===== config.mk =====
export PLATFORM = sky130hd
export DESIGN_NAME = key_history_display
export DESIGN_NICKNAME = d
export VERILOG_FILES = /design/src/rtl/key_display_pkg.sv /design/src/rtl/hex_to_sevenseg.sv /design/src/rtl/key_history_display.sv
export SDC_FILE = /design/constraint.sdc
export NUM_CORES = 1
export LEC_CHECK = 0
export CORE_ASPECT_RATIO = 0.6
export CORE_MARGIN = 4
export CORE_UTILIZATION = 45
export CTS_BUF_LIST = sky130_fd_sc_hd__clkbuf_4 sky130_fd_sc_hd__clkbuf_8 sky130_fd_sc_hd__clkbuf_16
export CTS_CLUSTER_DIAMETER = 80
export DETAILED_ROUTE_END_ITERATION = 8
export PLACE_DENSITY = 0.69
export SLEW_MARGIN = 20
export SYNTH_ARGS = -nofsm -noshare
export SYNTH_HDL_FRONTEND = slang
export SYNTH_SLANG_ARGS = --single-unit

===== constraint.sdc =====
create_clock -name clk -period 4.85 [get_ports clk]
set_input_delay 0.97 -clock clk [delete_from_list [all_inputs] [get_ports clk]]
set_output_delay 0.97 -clock clk [all_outputs]
set_load 0.005 [all_outputs]

===== src/rtl/key_display_pkg.sv =====
// Shared types and constants for the two-digit key history display.
// Segment patterns are {g,f,e,d,c,b,a}, active-low.
package key_display_pkg;

  typedef enum logic [1:0] {
    SHOW_R = 2'd0,
    GAP_RL = 2'd1,
    SHOW_L = 2'd2,
    GAP_LR = 2'd3
  } mux_state_e;

  localparam logic [6:0] SEG_BLANK = 7'b1111111;

  // Entry n is the glyph for hex digit n (highest index listed first).
  localparam logic [15:0][6:0] SEG_LUT = {
    7'b0001110,  // F
    7'b0000110,  // E
    7'b0100001,  // d
    7'b1000110,  // C
    7'b0000011,  // b
    7'b0001000,  // A
    7'b0010000,  // 9
    7'b0000000,  // 8
    7'b1111000,  // 7
    7'b0000010,  // 6
    7'b0010010,  // 5
    7'b0011001,  // 4
    7'b0110000,  // 3
    7'b0100100,  // 2
    7'b1111001,  // 1
    7'b1000000   // 0
  };

  localparam logic [1:0] AN_RIGHT = 2'b10;
  localparam logic [1:0] AN_LEFT  = 2'b01;
  localparam logic [1:0] AN_OFF   = 2'b11;

endpackage


===== src/rtl/hex_to_sevenseg.sv =====
// Combinational hex digit to active-low seven-segment decoder.
module hex_to_sevenseg
  import key_display_pkg::*;
(
  input  logic [3:0] digit,
  output logic [6:0] seg
);

  assign seg = SEG_LUT[digit];

endmodule


===== src/rtl/key_history_display.sv =====
// Two-digit key history multiplexed onto one active-low 7-segment bus with dead-time.
// Optional macro KEY_HIST_BLANK_EN: digits that never received a key stay blank.
//
//   state  | meaning
//   SHOW_R | right anode on, most recent key shown
//   GAP_RL | both anodes off, moving right -> left
//   SHOW_L | left anode on, previous key shown
//   GAP_LR | both anodes off, moving left -> right
module key_history_display
  import key_display_pkg::*;
#(
  parameter int REFRESH_DIV = 16,
  parameter int DEAD_CYCLES = 64
) (
  input  logic       clk,
  input  logic       reset,
  input  logic       key_valid,
  input  logic [3:0] key_value,
  output logic [6:0] seg,
  output logic [1:0] an,
  output logic       new_key,
  output logic [3:0] digit_rec,
  output logic [3:0] digit_old
);

  localparam int GAP_W     = $clog2(DEAD_CYCLES + 1);
  localparam int CNT_W_RAW = (REFRESH_DIV > GAP_W) ? REFRESH_DIV : GAP_W;
  localparam int CNT_W     = (CNT_W_RAW < 1) ? 1 : CNT_W_RAW;
  localparam bit HAS_GAP   = (DEAD_CYCLES > 0);

  localparam logic [CNT_W-1:0] SHOW_LAST = CNT_W'((2 ** REFRESH_DIV) - 1);
  localparam logic [CNT_W-1:0] GAP_LAST  = CNT_W'(HAS_GAP ? DEAD_CYCLES - 1 : 0);

  mux_state_e       state;
  mux_state_e       state_next;
  logic [CNT_W-1:0] cnt;
  logic             key_valid_q;
  logic             key_edge;
  logic             valid_rec;
  logic             valid_old;
  logic             digit_lit;
  logic [3:0]       digit_sel;
  logic [6:0]       seg_dec;

  assign key_edge = key_valid & ~key_valid_q;

  always_comb begin
    state_next = state;
    case (state)
      SHOW_R:  if (cnt == SHOW_LAST) state_next = HAS_GAP ? GAP_RL : SHOW_L;
      GAP_RL:  if (cnt == GAP_LAST)  state_next = SHOW_L;
      SHOW_L:  if (cnt == SHOW_LAST) state_next = HAS_GAP ? GAP_LR : SHOW_R;
      GAP_LR:  if (cnt == GAP_LAST)  state_next = SHOW_R;
      default: state_next = SHOW_R;
    endcase
  end

  // key_valid_q resets high so a key held through reset needs a release first.
  always_ff @(posedge clk) begin
    if (reset) begin
      state       <= SHOW_R;
      cnt         <= '0;
      key_valid_q <= 1'b1;
      new_key     <= 1'b0;
      digit_rec   <= 4'h0;
      digit_old   <= 4'h0;
      valid_rec   <= 1'b0;
      valid_old   <= 1'b0;
    end else begin
      state       <= state_next;
      cnt         <= (state_next != state) ? '0 : cnt + 1'b1;
      key_valid_q <= key_valid;
      new_key     <= key_edge;
      if (key_edge) begin
        digit_rec <= key_value;
        digit_old <= digit_rec;
        valid_rec <= 1'b1;
        valid_old <= valid_rec;
      end
    end
  end

  always_comb begin
    an        = AN_OFF;
    digit_sel = digit_rec;
    digit_lit = 1'b0;
    case (state)
      SHOW_R: begin
        an        = AN_RIGHT;
        digit_sel = digit_rec;
`ifdef KEY_HIST_BLANK_EN
        digit_lit = valid_rec;
`else
        digit_lit = 1'b1;
`endif
      end
      SHOW_L: begin
        an        = AN_LEFT;
        digit_sel = digit_old;
`ifdef KEY_HIST_BLANK_EN
        digit_lit = valid_old;
`else
        digit_lit = 1'b1;
`endif
      end
      default: begin
        an        = AN_OFF;
        digit_lit = 1'b0;
      end
    endcase
  end

  hex_to_sevenseg u_decode (
    .digit (digit_sel),
    .seg   (seg_dec)
  );

  assign seg = digit_lit ? seg_dec : SEG_BLANK;

endmodule

==> results.toml, run 1 <==
[floorplan]
start_util_pct = 48.0
die_x_um = 85.1
die_area_sq_um = 4610
core_sq_um = 3340
ios = 25
die_height_um = 54.2
placementRows = 16

[sta]
relSlewSlack_pct = 60.1
tns_ps = 0
skew_ps = 4.89
min_period_ps = 3890
maxSlewViolCount = 0
tightest_slew_ps = 599
hold_viol_final = 0
fmax_ghz = 0.257
setup_violations = 0
rsz0062_at_grt = "no"
hold_slack_ps = 492
period_share_pct = 80.1

[placed_design]
hpwl_um = 2870
place.gp.congestion = 0.863
place.port_buffers = 24

[global_routing]
grtUsageTotal_pct = 17.6
globalRouteOverflowTotal = 0
antenna_found_initial = 0
grt_max_degree = 18
grt_pass1_wl_um = 6430
grt_pass1_vias = 1303

[power]
pwr-share-clk_pct = 40.2
internal_power_w = 0.000367
p_sw_share_pct = 21.6
cellPowerDensity_nw_per_um2 = 247
ir_drop_mv = 0.114
p_leak_nw = 0.674
p_seq_share_pct = 50.9
power_frac_comb_pct = 8.8
p_switching_w = 0.000101

[setup_path]
worstPathArrival_ps = 2920
worstSetupPathType = "flop to output port"
crit_path_max_fanout = 10
timing.rr.end = "cnt[5]"
worstPathRequired_ps = 3880
r2r-start = "cnt[0]"
ff2ff_setup_slack_ps = 2980
rr_worst_depth = 5
endpoint_kind = "output port"
critPathLaunchType = "flop"

[logic_synthesis]
synth_cell_types = 45
synth_nets = 193
yosysWarnings = 0
yosys.area.top_type = "dfxtp_1"
synth_top_area_share_pct = 34.9
synth-simple-area-share_pct = 25.7
synthAdderAreaFrac_pct = 5.46
synth_commonest_cells = "28 x dfxtp_1, 19 x nand2_1, 13 x nor3_1"
synth-compound-area-share_pct = 13.9
synthArstFlopShare_pct = 0
synthXorXnorAreaFrac_pct = 7.64
yosysMostFrequentCell = "dfxtp_1"
syn_avg_cell_area_sq_um = 8.96
yosys_register_bits = 28
seq_area_frac_synth_pct = 34.9
synth_top_family_by_area = "simple AND/OR/NAND/NOR gates"
postSynthCellCount = 179
synthMuxAreaShare_pct = 5.77
syn_area_sq_um = 1600
synthTopCellsByArea = "dfxtp_1 35%, xnor2_1 6.6%, ha_1 5.5%"
synth-main-ff-cell = "dfxtp_1"
synth_edf_count = 0

[final_layout]
drive_above_1_share_pct = 9.60
nFillCells = 287
syn_to_final_growth_pct = 18.2
finalNetCount = 213
n_antenna_cell = 0

[routing]
drc = 0
drtIter0Drc = 120
vias = 1372
drt-pass1-iter-count = 4
wire_per_inst_um = 15.5
ant_nets = 0
vias_per_cell = 5.65
drt-total-wl_um = 3760

[hold_path]
min_to = "cnt[0]"
hold_path.class = "flop to flop"
holdPathStages = 1
holdCritStartpoint = "cnt[0]"

[job]
max-cap-violations = 0

[clock_network]
cts_setup_buffers = 0
clk_pin_slew_ps = 100
clkLatencyLatePin_ps = 280
htreeDepth = 1
cts_sinks = 28
cts_made_buffers = 3
cts_tree = "built"
cts_hold_buffers = 0
cts-root-buf = "clkbuf_8"
cts_resized = 0
clockBufferDepth = 2

[run_status]
status = "finished clean"
==> worst max path at each step <==
stage	from	endpoint	slack (ps)	cells after the start
finish	state[0]	seg[0]	960	8
detailed placement	state[0]	seg[0]	1320	8
global placement	state[0]	seg[0]	1500	8
floorplan	state[0]	seg[0]	2110	9
global route	state[0]	seg[0]	830	8
CTS	state[0]	seg[0]	990	8
==> logic make-up (layout without fill, tap and decap cells) <==
| logic type | Yosys count | count (layout) |
|---|---|---|
| AO/OA/AOI/OAI | 32 | 32 |
| XOR/XNOR | 14 | 14 |
| adder cells (fa/ha/maj) | 7 | 7 |
| buffers and inverters | 17 | 36 |
| flip-flops | 28 | 28 |
| multiplexers | 7 | 7 |
| AND/OR/NAND/NOR | 74 | 74 |
==> layout make-up <==
class	instances	area, sq um	share of cell area, %
multi-input cells	134	937	49.4
flip-flops and latches	28	561	29.6
repair buffers	24	240	12.7
well taps	45	56.3	2.97
clock buffers	3	41.3	2.18
clock inverters	1	30.0	1.58
inverters	8	30.0	1.58
==> per-layer routing <==
layer  routed length, um  vias to the layer above  GRT usage [%]
li1                    -                      671              -
met1                1890                      646           24.9
met2                1550                       46           25.8
met3                 268                        9           5.56
met4                  51                        0           4.74
met5                   0                        -              0
==> critical path, cell delays in order (launching register included) <==
cell             delay, ps
dfxtp_1                500
nand2b_4               300
mux2i_2                410
inv_1                  150
ha_1                   290
a211o_1                280
o211ai_1               120
o211ai_1               120
clkdlybuf4s50_1        460
==> cell usage in the layout, fill, tap and decap left out, drive strengths merged, types with 2 or more instances in the layout <==
cell type      netlist  routed
xor2                 2       2
dfxtp               28      28
a211oi               4       4
nand4                3       3
ha                   7       7
mux2                 2       2
mux2i                5       5
a21o                 2       2
nand2b               2       2
o211ai               3       3
nor3                16      16
or2                  2       2
nand2               19      19
clkbuf               3       3
o21ai                5       5
nor2                 8       8
nor4                 6       6
inv                  8       8
clkdlybuf4s50        0      24
nand3               10      10
and3b                2       2
xnor2               12      12
a21oi               12      12
a31oi                3       3
==> per-stage QoR <==
step	power [W]	util [%]	area, sq um	setup WS, ps	cells
floorplan	0.000267	-	1600	2110	179
global placement	0.000284	54.6	1820	1500	239
CTS	0.000471	56.7	1900	987	243
detailed placement	0.000285	54.6	1820	1320	239
finish	0.000468	56.7	1900	963	243
global route	0.000483	56.7	1900	825	243
==> power by group through the flow <==
stage	Sequential, W	Clock [W]	Combinational [W]
global placement	0.000244	0	0.0000403
global route	0.000239	0.000198	0.0000454
floorplan	0.000243	0	0.0000238
finish	0.000239	0.000188	0.0000414
detailed placement	0.000244	0	0.0000412
CTS	0.000239	0.000191	0.0000416
==> registers in the layout (all words and copies together) (netlist names) <==
signal / cells
key_valid_q: 1
digit_old: 4
digit_rec: 4
state: 2
cnt: 16
new_key: 1
(Power assumes the default switching activity.)
==> run 2, diff against run 1 <==
==> constraint.sdc (replaced) <==
create_clock -name clk -period 3.74 [get_ports clk]
set_input_delay 0.748 -clock clk [delete_from_list [all_inputs] [get_ports clk]]
set_output_delay 0.748 -clock clk [all_outputs]
set_load 0.005 [all_outputs]
==> results.toml, run 2 (same netlist as run 1, synthesis figures left out) <==
[routing]
drt-pass1-iter-count = 4
drt-total-wl_um = 3690
vias = 1323
drtIter0Drc = 129
drc = 0
vias_per_cell = 5.44
wire_per_inst_um = 15.2
ant_nets = 0

[clock_network]
clockBufferDepth = 2
htreeDepth = 1
cts_made_buffers = 3
cts_sinks = 28
cts-root-buf = "clkbuf_8"
clkLatencyLatePin_ps = 270
clk_pin_slew_ps = 100
cts_tree = "built"

[setup_path]
startpoint = "state[0]"
crit_path_max_fanout = 10
worstPathArrival_ps = 2800
critPathLaunchType = "flop"
endpoint_kind = "output port"
worstSetupPathType = "flop to output port"
r2r-start = "cnt[0]"
worstPathRequired_ps = 2990

[sta]
hold_viol_final = 0
fmax_ghz = 0.282
fin_ws_ps = 190
period_share_pct = 94.9
tightest_slew_ps = 590
skew_ps = 3.48
min_period_ps = 3550
maxSlewViolCount = 0
setup_violations = 0
relSlewSlack_pct = 60.6

[final_layout]
top_regs = "cnt x16, digit_old x4, digit_rec x4"
largest_register_ff_count = 16
final_cell_mix = "28 x dfxtp_1, 24 x clkdlybuf4s50_1, 19 x nand2_1"
syn_to_final_growth_pct = 18.7
nFillCells = 294
top_register = "cnt"
drive_above_1_share_pct = 9.60
n_antenna_cell = 0
finalNetCount = 213
final_common_cell = "dfxtp_1"

[power]
ir_drop_mv = 0.177
p_leak_nw = 0.675
cellPowerDensity_nw_per_um2 = 315
power_w = 0.000600

[placed_design]
place.port_buffers = 24
place.gp.congestion = 0.885
place_ws_ps = 465
hpwl_um = 2780

[floorplan]
ios = 25
start_util_pct = 48.0
placementRows = 16
die_height_um = 54.2
die_area_sq_um = 4610
die_x_um = 85.1
core_sq_um = 3340

[job]
max-cap-violations = 0

[global_routing]
antenna_found_initial = 0
grt_max_degree = 18
grt_pass1_wl_um = 6270
grt_pass1_vias = 1239
globalRouteOverflowTotal = 0
grtUsageTotal_pct = 17.3

[hold_path]
holdCritStartpoint = "cnt[0]"
hold_path.class = "flop to flop"

[run_status]
status = "finished clean"
run 2: changes by cell type in the layout (fill, tap and decap cells not counted):
cell / change
mux2i_2: -1
mux2i_4: +1
run 2: power by group:
group	total, W	switching [W]	internal, W	leakage (nW)
clock	0.000236	0.0000930	0.000143	0.0357
combinational	0.0000547	0.0000251	0.0000296	0.413
sequential	0.000310	0.00000627	0.000303	0.227
run 2: repair_timing:
| action | 4_1_cts | 5_1_grt |
|---|---|---|
| setup buffers | 0 | 0 |
| hold buffers | 0 | 0 |
| gates resized for setup | 0 | 1 |
| endpoints found under the setup margin | 0 | 2 |
run 2: worst paths after layout:
| path | endpoint | slack, ps | depth (start not counted) |
|---|---|---|---|
| worst min-delay path | cnt[0] | 490 | 1 |
| worst max register to register | cnt[5] | 1880 | 5 |
| worst max-delay path | seg[0] | 190 | 8 |
| worst min register to register | cnt[0] | 490 | 1 |
run 2: per-stage QoR:
stage / TNS, ps / instances / area, sq um / hold WS (ps) / utilization (%)
6_report: 0 / 243 / 1900 / 492 / 57.0
5_1_grt: -0.943 / 243 / 1900 / 540 / 57.0
4_1_cts: 0 / 243 / 1900 / 495 / 56.7
3_5_place_dp: 0 / 239 / 1820 / 480 / 54.6
3_3_place_gp: 0 / 239 / 1820 / 472 / 54.6
2_1_floorplan: 0 / 179 / 1600 / 451 / -
run 2: layout make-up:
cell class	count	area (sq um)	share of cell area (%)
well taps	45	56.3	2.96
multi-input cells	134	946	49.7
clock inverters	1	30.0	1.58
clock buffers	3	41.3	2.17
flip-flops and latches	28	561	29.4
inverters	8	30.0	1.58
repair buffers	24	240	12.6
run 2: worst max-delay path: stages (launching register included):
cell             delay (ps)
dfxtp_1                 490
nand2b_4                300
mux2i_4                 350
inv_1                   130
ha_1                    280
a211o_1                 270
o211ai_1                 90
o211ai_1                120
clkdlybuf4s50_1         490
run 2: routing by layer:
| layer | routed length [um] | track usage [%] | up-vias |
|---|---|---|---|
| li1 | - | - | 673 |
| met1 | 1910 | 25.2 | 604 |
| met2 | 1520 | 26.3 | 40 |
| met3 | 225 | 4.21 | 6 |
| met4 | 34 | 2.89 | 0 |
| met5 | 0 | 0 | - |
==> run 3, diff against run 2 <==
==> constraint.sdc (replaced) <==
create_clock -name clk -period 3.86 [get_ports clk]
set_input_delay 0.772 -clock clk [delete_from_list [all_inputs] [get_ports clk]]
set_output_delay 0.772 -clock clk [all_outputs]
set_load 0.005 [all_outputs]
==> results.toml, run 3 (same netlist as run 1, synthesis figures left out) <==
[final_layout]
instances_no_fill = 243
fin_area_sq_um = 1900
top_regs = "cnt x16, digit_old x4, digit_rec x4"
final_cell_mix = "28 x dfxtp_1, 24 x clkdlybuf4s50_1, 19 x nand2_1"
finalNetCount = 213
largest_register_ff_count = 16
nFillCells = 281
final_common_cell = "dfxtp_1"
drive_above_1_share_pct = 9.60
n_antenna_cell = 0
syn_to_final_growth_pct = 18.2
top_register = "cnt"

[setup_path]
worstPathRequired_ps = 3090
crit_path_max_fanout = 10
crit_family = "buffers and inverters"
endpoint_kind = "output port"
timing.rr.end = "cnt[5]"
worstSetupPathType = "flop to output port"
worstPathArrival_ps = 2830
slowest_stage = "dfxtp_1"
slowest_delay_ps = 490
cp.buffers_inverters = 2
rr_worst_depth = 5
crit_chain = "nand2b_4 -> mux2i_2 -> inv_1 -> ha_1 -> a211o_1 -> o211ai_1 -> o211ai_1 -> clkdlybuf4s50_1"
ff2ff_setup_slack_ps = 1980
critPathLaunchType = "flop"
crit_top_cell = "o211ai_1"
r2r-start = "cnt[0]"

[floorplan]
ios = 25
placementRows = 16
start_util_pct = 48.0
die_area_sq_um = 4610
core_sq_um = 3340
die_height_um = 54.2
die_x_um = 85.1

[placed_design]
place.gp.congestion = 0.882
placed_cells = 239
hpwl_um = 2780
place.port_buffers = 24
post_dp_cell_area_sq_um = 1820

[global_routing]
grt_max_degree = 18
antenna_found_initial = 0
grt_pass1_wl_um = 6220
globalRouteOverflowTotal = 0
grtUsageTotal_pct = 17.2
grt_pass1_vias = 1240

[routing]
wire_per_inst_um = 15.1
vias_per_cell = 5.47
drt-total-wl_um = 3680
vias = 1328
drt-pass1-iter-count = 4
ant_nets = 0
drc = 0
drtIter0Drc = 158

[power]
pwr-share-clk_pct = 39.5
cellPowerDensity_nw_per_um2 = 307
ir_drop_mv = 0.155
p_seq_share_pct = 51.5
power_frac_comb_pct = 9.0
p_leak_nw = 0.674
p_sw_share_pct = 20.7
p_switching_w = 0.000121
power_w = 0.000582
internal_power_w = 0.000461

[clock_network]
cts_resized = 0
cts_made_buffers = 3
cts_hold_buffers = 0
cts_setup_buffers = 0
clk_pin_slew_ps = 90
cts-root-buf = "clkbuf_8"
clockBufferDepth = 2
clkLatencyLatePin_ps = 270
htreeDepth = 1
cts_tree = "built"
cts_sinks = 28

[hold_path]
holdCritStartpoint = "cnt[0]"
hold_path.class = "flop to flop"
min_to = "cnt[0]"
holdPathStages = 1

[job]
max-cap-violations = 0

[sta]
tightest_slew_ps = 603
skew_ps = 3.53
maxSlewViolCount = 0
relSlewSlack_pct = 59.8
setup_violations = 0
period_share_pct = 93.4
min_period_ps = 3610
hold_slack_ps = 492
hold_viol_final = 0
fmax_ghz = 0.277
tns_ps = 0
rsz0062_at_grt = "no"

[run_status]
status = "finished clean"
## run 3: final cells by class
type	instances	area (sq um)	area share, %
sequential	28	561	29.6
multi-input combinational	134	937	49.4
clock inverter	1	30.0	1.58
clock buffer	3	41.3	2.18
inverter	8	30.0	1.58
timing repair buffer	24	240	12.7
tap	45	56.3	2.97
## run 3: per-layer routing
| metal | up-vias | GRT usage (%) | part of all wire (%) |
|---|---|---|---|
| met3 | 2 | 4.21 | 4.4 |
| met4 | 0 | 2.37 | 0.44 |
| li1 | 664 | - | - |
| met2 | 29 | 25.4 | 41 |
| met5 | - | 0 | 0 |
| met1 | 633 | 25.7 | 55 |
## run 3: worst max path at each step
stage          cells past startpoint     end  slack, ps     start
2_1_floorplan                      9  seg[0]       1320  state[0]
3_3_place_gp                       8  seg[0]        710  state[0]
3_5_place_dp                       8  seg[0]        600  state[0]
4_1_cts                            8  seg[0]        280  state[0]
5_1_grt                            8  seg[0]        110  state[0]
6_report                           8  seg[0]        250  state[0]
## run 3: power groups by stage
stage | combinational [W] | clock [W] | sequential, W
floorplan | 0.0000299 | 0 | 0.000305
global placement | 0.0000507 | 0 | 0.000306
detailed placement | 0.0000519 | 0 | 0.000306
CTS | 0.0000523 | 0.000235 | 0.000300
global route | 0.0000571 | 0.000248 | 0.000301
finish | 0.0000522 | 0.000230 | 0.000300
## run 3: through the flow
stage | worst slack (ps) | util [%]
after floorplan | 1320 | -
after global placement | 713 | 54.6
after detailed placement | 599 | 54.6
after CTS | 283 | 56.7
after global routing | 113 | 56.7
final | 254 | 56.7
## run 3: worst register-to-register path, stage by stage, from the launching register on
cell,delay (ps)
dfxtp_1,380
ha_1,220
nand3_1,210
nor2_2,230
and4_1,610
nor3_1,110
